--- src/rtl/pixel_readout_arbiter_pkg.sv ---
// Shared definitions for the pixel readout arbiter: FSM states and the
// field layout of a readout word {addr, timestamp, ToT, FTOA}.
package pixel_readout_arbiter_pkg;

    typedef enum logic [1:0] {
        IDLE,
        GRANT,
        CLEAR,
        GUARD
    } arb_state_t;

    localparam int TOT_W    = 8;
    localparam int TS_W     = 9;
    localparam int FTOA_W   = 5;

    // Field offsets inside dout; the pixel address sits above DATA_W.
    localparam int FTOA_LSB = 0;
    localparam int TOT_LSB  = FTOA_LSB + FTOA_W;
    localparam int TS_LSB   = TOT_LSB + TOT_W;
    localparam int ADDR_LSB = TS_LSB + TS_W;
    localparam int DATA_W   = ADDR_LSB;

endpackage

--- src/rtl/readout_fifo_fwft.sv ---
// First-word-fall-through FIFO: the head word is presented on dout whenever
// valid is high and leaves on valid & ready.
module readout_fifo_fwft #(
    parameter int WIDTH = 24,
    parameter int DEPTH = 4
) (
    input  logic             clk_40MHz,
    input  logic             rst_n,
    input  logic             push,
    input  logic [WIDTH-1:0] din,
    input  logic             ready,
    output logic [WIDTH-1:0] dout,
    output logic             valid,
    output logic             full
);

    localparam int PTR_W = $clog2(DEPTH);

    logic [WIDTH-1:0] mem [DEPTH];
    logic [PTR_W-1:0] wr_ptr;
    logic [PTR_W-1:0] rd_ptr;
    logic [PTR_W:0]   count;
    logic             pop;
    logic             do_push;

    assign pop     = valid & ready;
    // A push into a full FIFO is only accepted when the head leaves in the same cycle.
    assign do_push = push & (~full | pop);

    always_ff @(posedge clk_40MHz) begin
        if (do_push) begin
            mem[wr_ptr] <= din;
        end
    end

    always_ff @(posedge clk_40MHz or negedge rst_n) begin
        if (!rst_n) begin
            wr_ptr <= '0;
            rd_ptr <= '0;
            count  <= '0;
        end else begin
            if (do_push) begin
                wr_ptr <= wr_ptr + 1'b1;
            end
            if (pop) begin
                rd_ptr <= rd_ptr + 1'b1;
            end
            case ({do_push, pop})
                2'b10:   count <= count + 1'b1;
                2'b01:   count <= count - 1'b1;
                default: count <= count;
            endcase
        end
    end

    assign valid = (count != '0);
    assign full  = (count == (PTR_W+1)'(DEPTH));
    assign dout  = valid ? mem[rd_ptr] : '0;

endmodule

--- src/rtl/pixel_readout_arbiter.sv ---
// Round-robin readout arbiter for a group of single pixels: grants one pixel
// at a time, stores its hit data in a FWFT FIFO and pulses its clear flag.
module pixel_readout_arbiter
    import pixel_readout_arbiter_pkg::*;
#(
    parameter int NPIX       = 4,
    parameter int FIFO_DEPTH = 4,
    parameter int CLR_CYCLES = 2
) (
    input  logic                                clk_40MHz,
    input  logic                                rst_n,
    input  logic [NPIX-1:0]                     hit_pixel,
    input  logic [NPIX-1:0]                     hit_over,
    input  logic                                shutter,
    input  logic [TOT_W*NPIX-1:0]               ToT_bus,
    input  logic [TS_W*NPIX-1:0]                ts_bus,
    input  logic [FTOA_W*NPIX-1:0]              ftoa_bus,
    input  logic                                dout_ready,
    output logic [NPIX-1:0]                     out_flag,
    output logic [DATA_W+$clog2(NPIX)-1:0]      dout,
    output logic                                dout_valid,
    output logic                                fifo_full
);

    localparam int ADDR_W = $clog2(NPIX);
    localparam int DOUT_W = DATA_W + ADDR_W;
    localparam int CNT_W  = $clog2(CLR_CYCLES + 1);

    arb_state_t        state;
    arb_state_t        next_state;
    logic [NPIX-1:0]   armed;
    logic [NPIX-1:0]   req;
    logic [ADDR_W-1:0] rr_ptr;
    logic [ADDR_W-1:0] grant_idx;
    logic [ADDR_W-1:0] sel_idx;
    logic [ADDR_W-1:0] cand;
    logic              sel_valid;
    logic [CNT_W-1:0]  clr_cnt;
    logic [NPIX-1:0]   out_flag_next;
    logic              fifo_push;
    logic [DOUT_W-1:0] fifo_din;

    // A pixel only becomes eligible again after a fresh discriminator hit.
    always_ff @(posedge clk_40MHz or negedge rst_n) begin
        if (!rst_n) begin
            armed <= '0;
        end else begin
            for (int i = 0; i < NPIX; i++) begin
                if (hit_pixel[i]) begin
                    armed[i] <= 1'b1;
                end else if (state == GRANT && grant_idx == ADDR_W'(i)) begin
                    armed[i] <= 1'b0;
                end
            end
        end
    end

    assign req = armed & hit_over & {NPIX{~shutter}};

    always_comb begin
        sel_valid = 1'b0;
        sel_idx   = '0;
        cand      = '0;
        for (int j = 0; j < NPIX; j++) begin
            cand = rr_ptr + ADDR_W'(j);
            if (!sel_valid && req[cand]) begin
                sel_valid = 1'b1;
                sel_idx   = cand;
            end
        end
    end

    always_ff @(posedge clk_40MHz or negedge rst_n) begin
        if (!rst_n) begin
            state     <= IDLE;
            clr_cnt   <= '0;
            grant_idx <= '0;
            rr_ptr    <= '0;
            out_flag  <= '0;
        end else begin
            state    <= next_state;
            out_flag <= out_flag_next;
            clr_cnt  <= (state == CLEAR) ? clr_cnt + 1'b1 : '0;
            if (next_state == GRANT && state != GRANT) begin
                grant_idx <= sel_idx;
            end
            if (state == GRANT) begin
                rr_ptr <= grant_idx + 1'b1;
            end
        end
    end

    // GUARD arbitrates like IDLE so back-to-back grants are CLR_CYCLES+2 apart.
    always_comb begin
        next_state = state;
        case (state)
            IDLE, GUARD: next_state = (sel_valid && !fifo_full) ? GRANT : IDLE;
            GRANT:       next_state = CLEAR;
            CLEAR:       next_state = (clr_cnt == CNT_W'(CLR_CYCLES - 1)) ? GUARD : CLEAR;
            default:     next_state = IDLE;
        endcase
    end

    always_comb begin
        fifo_push     = (state == GRANT);
        fifo_din      = {grant_idx,
                         ts_bus[int'(grant_idx)*TS_W +: TS_W],
                         ToT_bus[int'(grant_idx)*TOT_W +: TOT_W],
                         ftoa_bus[int'(grant_idx)*FTOA_W +: FTOA_W]};
        out_flag_next = '0;
        if (next_state == CLEAR) begin
            out_flag_next = {{(NPIX-1){1'b0}}, 1'b1} << grant_idx;
        end
    end

    readout_fifo_fwft #(
        .WIDTH (DOUT_W),
        .DEPTH (FIFO_DEPTH)
    ) u_fifo (
        .clk_40MHz (clk_40MHz),
        .rst_n     (rst_n),
        .push      (fifo_push),
        .din       (fifo_din),
        .ready     (dout_ready),
        .dout      (dout),
        .valid     (dout_valid),
        .full      (fifo_full)
    );

endmodule

--- config.mk ---
export PLATFORM = sky130hd
export DESIGN_NAME = pixel_readout_arbiter
export DESIGN_NICKNAME = d
export VERILOG_FILES = /design/src/rtl/pixel_readout_arbiter_pkg.sv /design/src/rtl/readout_fifo_fwft.sv /design/src/rtl/pixel_readout_arbiter.sv
export SDC_FILE = /design/constraint.sdc
export NUM_CORES = 1
export LEC_CHECK = 0
export CAP_MARGIN = 20
export CORE_ASPECT_RATIO = 0.75
export CORE_UTILIZATION = 45
export CTS_BUF_LIST = sky130_fd_sc_hd__clkbuf_8
export CTS_CLUSTER_DIAMETER = 30
export DETAILED_ROUTE_END_ITERATION = 12
export PLACE_DENSITY = 0.75
export SETUP_SLACK_MARGIN = 0.3
export SLEW_MARGIN = 20
export SYNTH_ARGS = -nofsm -noshare
export SYNTH_HDL_FRONTEND = slang
export SYNTH_SLANG_ARGS = --single-unit
--- constraint.sdc ---
create_clock -name clk_40MHz -period 2.55 [get_ports clk_40MHz]
set_input_delay 0.51 -clock clk_40MHz [delete_from_list [all_inputs] [get_ports clk_40MHz]]
set_output_delay 0.51 -clock clk_40MHz [all_outputs]
set_load 0.005 [all_outputs]
==> results_dict.tcl <==
set metrics [dict create \
    antenna-diode-count 0 \
    cp_max_fo 6 \
    gp_congestion 0.838 \
    syn_area_mm2 0.00541 \
    hold_buffers 0 \
    layout-drive-gt1-share 0.342 \
    synth_top_area_share 0.533 \
    clkSinkCount 119 \
    finalNetCount 577 \
    slew_headroom 0.672 \
    antenna_found_initial 0 \
    grt_use_total 0.201 \
    num_rows 34 \
    fin_crit_sh 0.956 \
    hp-class "in2async" \
    core_area_mm2 0.0117 \
    grt_pass1_vias 3489 \
    ir_worst_vdd_mv 0.506 \
    worstPathRequired_ns 2.04 \
    setup_tns_ns 0 \
    hold_viol 0 \
    clkPwrFrac 0.189 \
    synth_nets 407 \
    wire_per_inst_um 18.2 \
    cp_cell_sequence "buf_12 -> buf_16 -> buf_8 -> mux4_2 -> and2_4 -> buf_6" \
    maxCapViolations 0 \
    wl_um 11600 \
    clk-insertion-delay-late_ns 0.43 \
    synth.area.top_cells "edfxtp_1 (53%), mux4_2 (17%), dfrtp_1 (11%)" \
    synth_edf_count 96 \
    start_util 0.464 \
    yosys_register_bits 119 \
    critPathMaxStageDelay_ns 0.41 \
    synth-seq-area-share 0.639 \
    cp_num_buf_inv 4 \
    yosysUniqueCellTypes 38 \
    swShare 0.291 \
    tightest_slew_ns 0.492 \
    setup_viol 0 \
    final_max_slew_viol_count 0 \
    clk_pin_slew_worst_paths_ns 0.07 \
    power_frac_seq 0.347 \
    drc 0 \
    dp_slack_ns 0.146 \
    fmax_ghz 0.410 \
    cts_tree "done" \
    synthArstFlopShare 0.193 \
    num_vias 3282 \
    fp.dieW_um 129 \
    finalClockSkew_ns 0.00914 \
    p_comb_frac 0.463 \
    htreeDepth 4 \
    path_delay_family "buffers and inverters" \
    synth_flop_cell "edfxtp_1" \
    critical_path_class "reg2out" \
    worstSetupStartpointType "register" \
    clock_path_buffers 2 \
    root_buffer "clkbuf_8" \
    port_buffers 129 \
    vias_per_cell 5.14 \
    die_y_um 97.0 \
    p_switching_mw 2.33 \
    cts_made_buffers 17 \
    leakage_nw 2.82 \
    syn2layout_area_growth_pct 40.6 \
    synth.most_common_cell "edfxtp_1" \
    status "finished clean" \
    cp-end-kind "output port" \
    yosysTopAreaCell "edfxtp_1" \
    cp_slowest_cell "dfrtp_2" \
    n_fill_cell 806 \
    ios 130 \
    rsz0062_at_grt "true" \
    postSynthAreaPerCell_um2 18.4 \
    setup_ws_ns 0.113 \
    dr.pass1.iters 4 \
    netlist_instances 294 \
    drtIter0Drc 263 \
    cp.arrival_ns 1.93 \
    powerDensity_mw_per_mm2 1050 \
    synth_common_cells "edfxtp_1 (96), mux4_2 (40), and2_1 (32)" \
    grt_max_degree 24 \
    p_int_mw 5.68 \
    grt_pass1_wl_um 18200 \
    ant_nets 0 \
    place_hpwl_um 7760 \
    yosys_warnings 0 \
    overflow 0 \
    dieArea_mm2 0.0125 \
    fin_crit_ns 2.44 \
]
## sequential cells by signal (all words and copies together) (netlist names), 3 cells and up
| name | cells |
|---|---|
| armed | 4 |
| out_flag | 4 |
| u_fifo.count | 3 |
| u_fifo.mem | 96 |
## metrics by stage
| stage | std cells | instance area, um2 | util | hold WS, ns | power, mW |
|---|---|---|---|---|---|
| 2_1_floorplan | 294 | 5410 | - | 0.214 | 4.58 |
| 3_3_place_gp | 587 | 6950 | 0.597 | 0.423 | 5.78 |
| 3_5_place_dp | 587 | 6950 | 0.597 | 0.433 | 5.89 |
| 4_1_cts | 634 | 7540 | 0.647 | 0.418 | 7.97 |
| 5_1_grt | 639 | 7610 | 0.653 | 0.445 | 8.45 |
| 6_report | 639 | 7610 | 0.653 | 0.437 | 8.01 |
## layout make-up
cell class / count / area (um2) / area share
Sequential cell: 119 / 3460 / 0.455
Multi-Input combinational cell: 146 / 1830 / 0.241
Timing Repair Buffer: 167 / 1710 / 0.224
Clock buffer: 21 / 289 / 0.0380
Tap cell: 162 / 203 / 0.0266
Clock inverter: 11 / 70.1 / 0.00921
Inverter: 13 / 48.8 / 0.00641
## logic make-up (layout without fill, tap and decap cells)
group                    Yosys count  count (layout)  synth area share
AND/OR/NAND/NOR                   57              57            0.0608
XOR/XNOR                           6               6           0.00971
buffers and inverters             29             212            0.0305
adder cells (fa/ha/maj)           13              13            0.0314
flip-flops                       119             119             0.639
AO/OA/AOI/OAI                     23              23            0.0310
multiplexers                      47              47             0.198
## cells in the final DEF, fill, tap and decap left out, drive strengths merged, types with 3 or more instances in the layout
master         netlist  layout
inv                 13      20
clkdlybuf4s50        0     103
buf                 12      61
a21oi                5       5
mux4                46      46
ha                  12      12
dfrtp               23      23
o21ai                4       4
clkinv               0       3
nand2               11      11
and2                33      33
xnor2                3       3
xor2                 3       3
clkbuf               4      22
a21o                 4       4
edfxtp              96      96
nor2                 3       3
nor2b                3       3
## worst reg2reg max path: cells and delay by family, from the launching register on
kind / cells / cell delay, ns
buffers and inverters: 2 / 0.09
adders and majority gates: 2 / 0.51
DFF: 1 / 0.40
AOI/OAI and AO/OA: 1 / 0.24
xor gates and xnor gates: 2 / 0.29
and+or+nand+nor: 2 / 0.54
## power by group through the flow
stage                     registers [mW]  clock network [mW]  logic [mW]
after global routing                2.82                1.64        3.99
after global placement              2.80                   0        2.98
after CTS                           2.79                1.55        3.64
after detailed placement            2.83                   0        3.06
after floorplan                     2.74                   0        1.84
final                               2.78                1.52        3.71
## layer usage
metal / global-route usage / vias to the layer above / part of all wire
li1: - / 1494 / -
met1: 0.253 / 1657 / 0.43
met2: 0.327 / 123 / 0.49
met3: 0.0597 / 8 / 0.065
met4: 0.0787 / 0 / 0.0097
met5: 0 / - / 0
## final timing paths
path / from / endpoint / slack [ns] / cells after the start
max: u_fifo.rd_ptr[0] / dout[16] / 0.11 / 6
min: rst_n / armed[2] / 0.44 / 2
max reg2reg: u_fifo.count[1] / u_fifo.count[2] / 0.41 / 9
min reg2reg: clr_cnt[0] / clr_cnt[0] / 0.44 / 1
max in group asynchronous: rst_n / u_fifo.rd_ptr[0] / 1.85 / 2
min in group clk_40MHz: clr_cnt[0] / clr_cnt[0] / 0.44 / 1
## timing repair
item / CTS / global route
cloned: 2 / 0
setup endpoints to repair: 27 / 26
buffers inserted: 13 / 5
resized for setup: 150 / 13
pin swaps: 16 / 4
(Power assumes the default switching activity.)
==> RTL edit 1: new RTL, same flow settings <==
`CLR_CYCLES`: 2 -> 1. Comments in the files are not updated.
--- a/src/rtl/pixel_readout_arbiter.sv
+++ b/src/rtl/pixel_readout_arbiter.sv
@@ -5,7 +5,7 @@
 #(
     parameter int NPIX       = 4,
     parameter int FIFO_DEPTH = 4,
-    parameter int CLR_CYCLES = 2
+    parameter int CLR_CYCLES = 1
 ) (
     input  logic                                clk_40MHz,
     input  logic                                rst_n,
Behaviour: not the same (a bounded check fails within 10 cycles, from zero or initial values and one cycle with rst_n low).
==> RTL edit 1 against the unedited design <==
Cell area decreased by 0.28%; power grew 1.6%; area after synthesis is 1.1% lower; register-to-register slack better by 50 ps; final cell count shrank 0.78%; clock skew grew 0.54 ps; non-clock buffer count is 4 lower; setup slack got worse by 0.84 ps; first-iteration DRC count down 37%; sequential cell count shrank 1; wire length is 2.0% lower; sequential power rose by 3%; critical path type unchanged; largest cell class unchanged; largest power group unchanged.
==> RTL edit 1: results (changes against the unedited design) <==
Status
  – Run status: finished, final reports clean

Worst setup path
  – Reg2Reg Depth: 11 (+2)
  – Max incr delay on CP: 440 ps (+30 ps)
  – CP max FO: 7 (+1)
  – FF-to-FF setup slack: 460 ps (+50 ps)

Yosys
  – Post-Synth Adder-Cell Area: 2.95% (-0.20 points)
  – Synth Area in Compound Gates: 2.43% (-0.67 points)
  – Ranking of synthesized cells by area: edfxtp_1, mux4_2, dfrtp_1, and2_1, mux4_1
  – Mux cell area share after synthesis: 20.2% (+0.41 points)
  – Post-synth top cells: edfxtp_1, mux4_2, and2_1
  – Seq/Total Area, Yosys: 64.1% (+0.25 points)
  – Syn nets: 405 (-0.49%)
  – Post-synth cell types: 37 (-2.6%)
  – Post-synth ARST share: 18.6% (-0.68 points)

Route
  – Metal-1 WL: 4960 microns (-1.0%)
  – Routed wl met2: 5680 microns (-1.0%)
  – Starting DRT DRC Count: 165 (-37%)
  – Vias per cell: 5.14 (+0.11%)
  – Post-Route WL: 11400 microns (-2.0%)
  – Metal3 WL: 636 microns (-15%)

Placement
  – Setup WS pre-CTS: 123 ps (-23.3 ps)
  – GPL Wtd Cong: 0.834 (-0.49%)
  – Dpl hpwl: 7230 microns (-6.9%)
  – Placed Area: 6920 sq um (-0.41%)

Power
  – Leakage: 2.77 nW (-1.7%)
  – Sw frac: 30.2% (+1.1 points)
  – Maximum vdd drop: 0.546 mV (+7.8%)

Timing
  – Tightest Pin Transition: 471 ps (-20.3 ps)
  – Min cycle time layout: 2440 ps (+0.839 ps)

GRT
  – First-pass GRT wire length: 17000 microns (-6.2%)
  – Grt met1 use: 24.4% (-0.95 points)
  – Met2 Use GR: 32.4% (-0.30 points)
  – M3 GR Usage: 5.73% (-0.25 points)
  – GRT Util Overall: 19.5% (-0.59 points)
  – Largest net degree at the start of global routing: 25 (+4.2%)

Final layout
  – Fill count: 816 (+1.2%)
  – Fin nets: 571 (-1.0%)
  – Share of cells above drive strength 1: 34.1% (-0.062 points)

Min path
  – Hold Path Class: input port to asynchronous set/reset pin

CTS
  – Max Root-Sink Buffers: 2 (unchanged)
## RTL edit 1: cell types whose count changed in the layout (fill, tap and decap cells not counted), moves of 4 or more
| cell | before | now |
|---|---|---|
| clkbuf_8 | 21 | 17 |
| buf_2 | 6 | 10 |
| inv_1 | 17 | 13 |
| buf_4 | 22 | 12 |
| buf_12 | 5 | 12 |
| nand2_1 | 11 | 15 |
## RTL edit 1: timing repair
| item | in CTS | in global routing |
|---|---|---|
| pin swaps | 24 | 4 |
| setup endpoints to repair | 25 | 28 |
| setup buffers | 12 | 7 |
| gates cloned | 3 | 0 |
| resized for setup | 140 | 18 |
## RTL edit 1: per-stage QoR
step | cells | hold slack [ps]
2_1_floorplan | 293 | 214
3_3_place_gp | 580 | 432
3_5_place_dp | 580 | 442
4_1_cts | 627 | 405
5_1_grt | 634 | 446
6_report | 634 | 432
## RTL edit 1: power by group through the flow
stage               logic [mW]  clock network, mW  registers (mW)
floorplan                 1.90                  0            2.78
global placement          3.09                  0            2.85
detailed placement        3.17                  0            2.87
CTS                       3.68               1.51            2.84
global route              4.12               1.60            2.88
finish                    3.81               1.48            2.85
## RTL edit 1: how the worst min path moves through the flow
stage | to | slack [ps] | cells past startpoint
after global routing | u_fifo.count[1] | 450 | 2
after floorplan | armed[0] | 210 | 0
final | u_fifo.count[1] | 430 | 2
after global placement | clr_cnt | 430 | 1
after CTS | rr_ptr[1] | 410 | 2
after detailed placement | clr_cnt | 440 | 1
## RTL edit 1: layout make-up
class                           instances  area [sq um]  area share [%]
Sequential cell                       118          3440            45.3
Timing Repair Buffer                  163          1750            23.0
Multi-Input combinational cell        146          1800            23.7
Clock buffer                           17           234            3.08
Clock inverter                         15           116            1.53
Inverter                               13          51.3           0.676
Tap cell                              162           203            2.67
==> RTL edit 2: new RTL, config.mk and constraints unchanged <==
Without the edit above. Encoding of `arb_state_t`: now one-hot (4 bits for 4 states).
--- a/src/rtl/pixel_readout_arbiter_pkg.sv
+++ b/src/rtl/pixel_readout_arbiter_pkg.sv
@@ -2,11 +2,11 @@
 // field layout of a readout word {addr, timestamp, ToT, FTOA}.
 package pixel_readout_arbiter_pkg;
 
-    typedef enum logic [1:0] {
-        IDLE,
-        GRANT,
-        CLEAR,
-        GUARD
+    typedef enum logic [3:0] {
+        IDLE  = 4'b0001,
+        GRANT = 4'b0010,
+        CLEAR = 4'b0100,
+        GUARD = 4'b1000
     } arb_state_t;
 
     localparam int TOT_W    = 8;
Function: no difference found for any inputs over 4 cycles, from zero or initial values and one cycle with rst_n low; so few cycles prove little.
==> RTL edit 2 against the unedited design <==
Power fell by 4.3%; first-iteration DRC count fell by 34%; setup slack improved by 66 ps; wire length fell by 1.4%; cell area rose by 0.15%; utilization fell by 0.14 points; sequential cell count rose by 2; area after synthesis rose by 0.92%; highest routed layer unchanged.
==> RTL edit 2: results (changes against the unedited design) <==
Final layout
  – Fill count: 812 (+0.74%)
  – Final clock-cell share: 5.24% (+0.52 points)
  – Non-clock buffer total of the final layout: 158 (-5.4%)
  – Reg with most FFs: u_fifo.mem
  – Inverters: 11 (-2)
  – Fraction of area in multi-input gates: 24.1% (+0.079 points)
  – Multi-input gates: 143 (-2.1%)
  – Fin nets: 563 (-2.4%)
  – Share of cells above drive strength 1: 35.7% (+1.5 points)

Timing
  – Slew HR: 64.1% (-3.1 points)
  – Clock skew: 9.76 ps (+0.625 ps)
  – Hold_ws: 441 ps (+3.71 ps)

Status
  – Run status: finished, final reports clean

GRT
  – Vias in the first global route: 3519 (+0.86%)
  – Largest net degree at the start of global routing: 27 (+13%)
  – GRT Util Overall: 20.0% (-0.093 points)
  – First-pass GRT wire length: 18300 microns (+0.61%)

Worst setup path
  – Reg2Reg Depth: 10 (+1)
  – Critical path arrival: 1860 ps (-70 ps)
  – CP max FO: 5 (-1)
  – FF-to-FF setup slack: 370 ps (-40 ps)
  – Max incr delay on CP: 500 ps (+90 ps)

Placement
  – Placed Instances: 581 (-1.0%)
  – GPL Wtd Cong: 0.755 (-9.9%)
  – Setup WS pre-CTS: 185 ps (+38.6 ps)
  – Dpl hpwl: 7290 microns (-6.1%)
  – Placed Area: 6980 sq um (+0.41%)

Yosys
  – Ranking of synthesized cells by area: edfxtp_1, mux4_2, dfrtp_1, mux4_1, and2_1
  – Post-synth top cells: edfxtp_1, and2_1, mux4_2
  – Post-synth ARST share: 20.7% (+1.3 points)
  – Seq/Total Area, Yosys: 64.2% (+0.35 points)

Power
  – Power Dens Cells: 1010 nW/um^2 (-4.4%)

CTS
  – CTS sink cnt: 121 (+1.7%)
  – # Post-CTS Setup Buffers: 10 (-3)
  – Post_cts resized: 138 (-8.0%)

Die
  – Die Wd: 129 microns (+0.45%)

Route
  – Vias per cell: 5.16 (+0.45%)
RTL edit 2: cell types whose count changed in the layout (fill, tap and decap cells not counted), moves of 3 or more:
cell and change:
buf_6 -3, clkbuf_8 -4, clkinvlp_4 +4, inv_1 -8, inv_6 +6, nor2b_1 -3
nor3_1 +3
RTL edit 2: power by group:
| group | internal [mW] | switching, mW |
|---|---|---|
| Sequential | 2.51 | 0.123 |
| Clock | 0.886 | 0.804 |
| Combinational | 2.02 | 1.32 |
| Total | 5.42 | 2.24 |
RTL edit 2: metal layers:
metal / up-vias / track usage [%] / share of wire, %
met2: 121 / 33.0 / 50
li1: 1471 / - / -
met5: - / 0 / 0
met1: 1634 / 25.9 / 44
met4: 0 / 5.34 / 1.0
met3: 9 / 5.78 / 5.9
RTL edit 2: how the worst max path moves through the flow:
stage,end,slack [ps]
floorplan,u_fifo.mem[0][0],430
global placement,u_fifo.count[2],220
detailed placement,u_fifo.count[2],180
CTS,dout[15],150
global route,dout[20],120
finish,dout[20],180
RTL edit 2: worst max-delay path: cells and delay by family (launching register included):
| family | cells | cell delay, ps |
|---|---|---|
| multiplexers | 1 | 500 |
| flip-flops | 1 | 400 |
| buffers and inverters | 3 | 380 |
| AND/OR/NAND/NOR | 1 | 160 |
RTL edit 2: cells by family (layout without fill, tap and decap cells):
| group | Yosys count | in the layout | synth area share, % |
|---|---|---|---|
| compound gates | 19 | 19 | 2.77 |
| xor+xnor | 7 | 7 | 1.12 |
| fa+ha+maj | 11 | 11 | 2.66 |
| buf+inv | 25 | 201 | 2.63 |
| flops | 121 | 121 | 64.2 |
| mux | 48 | 48 | 20.1 |
| simple gates | 58 | 58 | 6.46 |
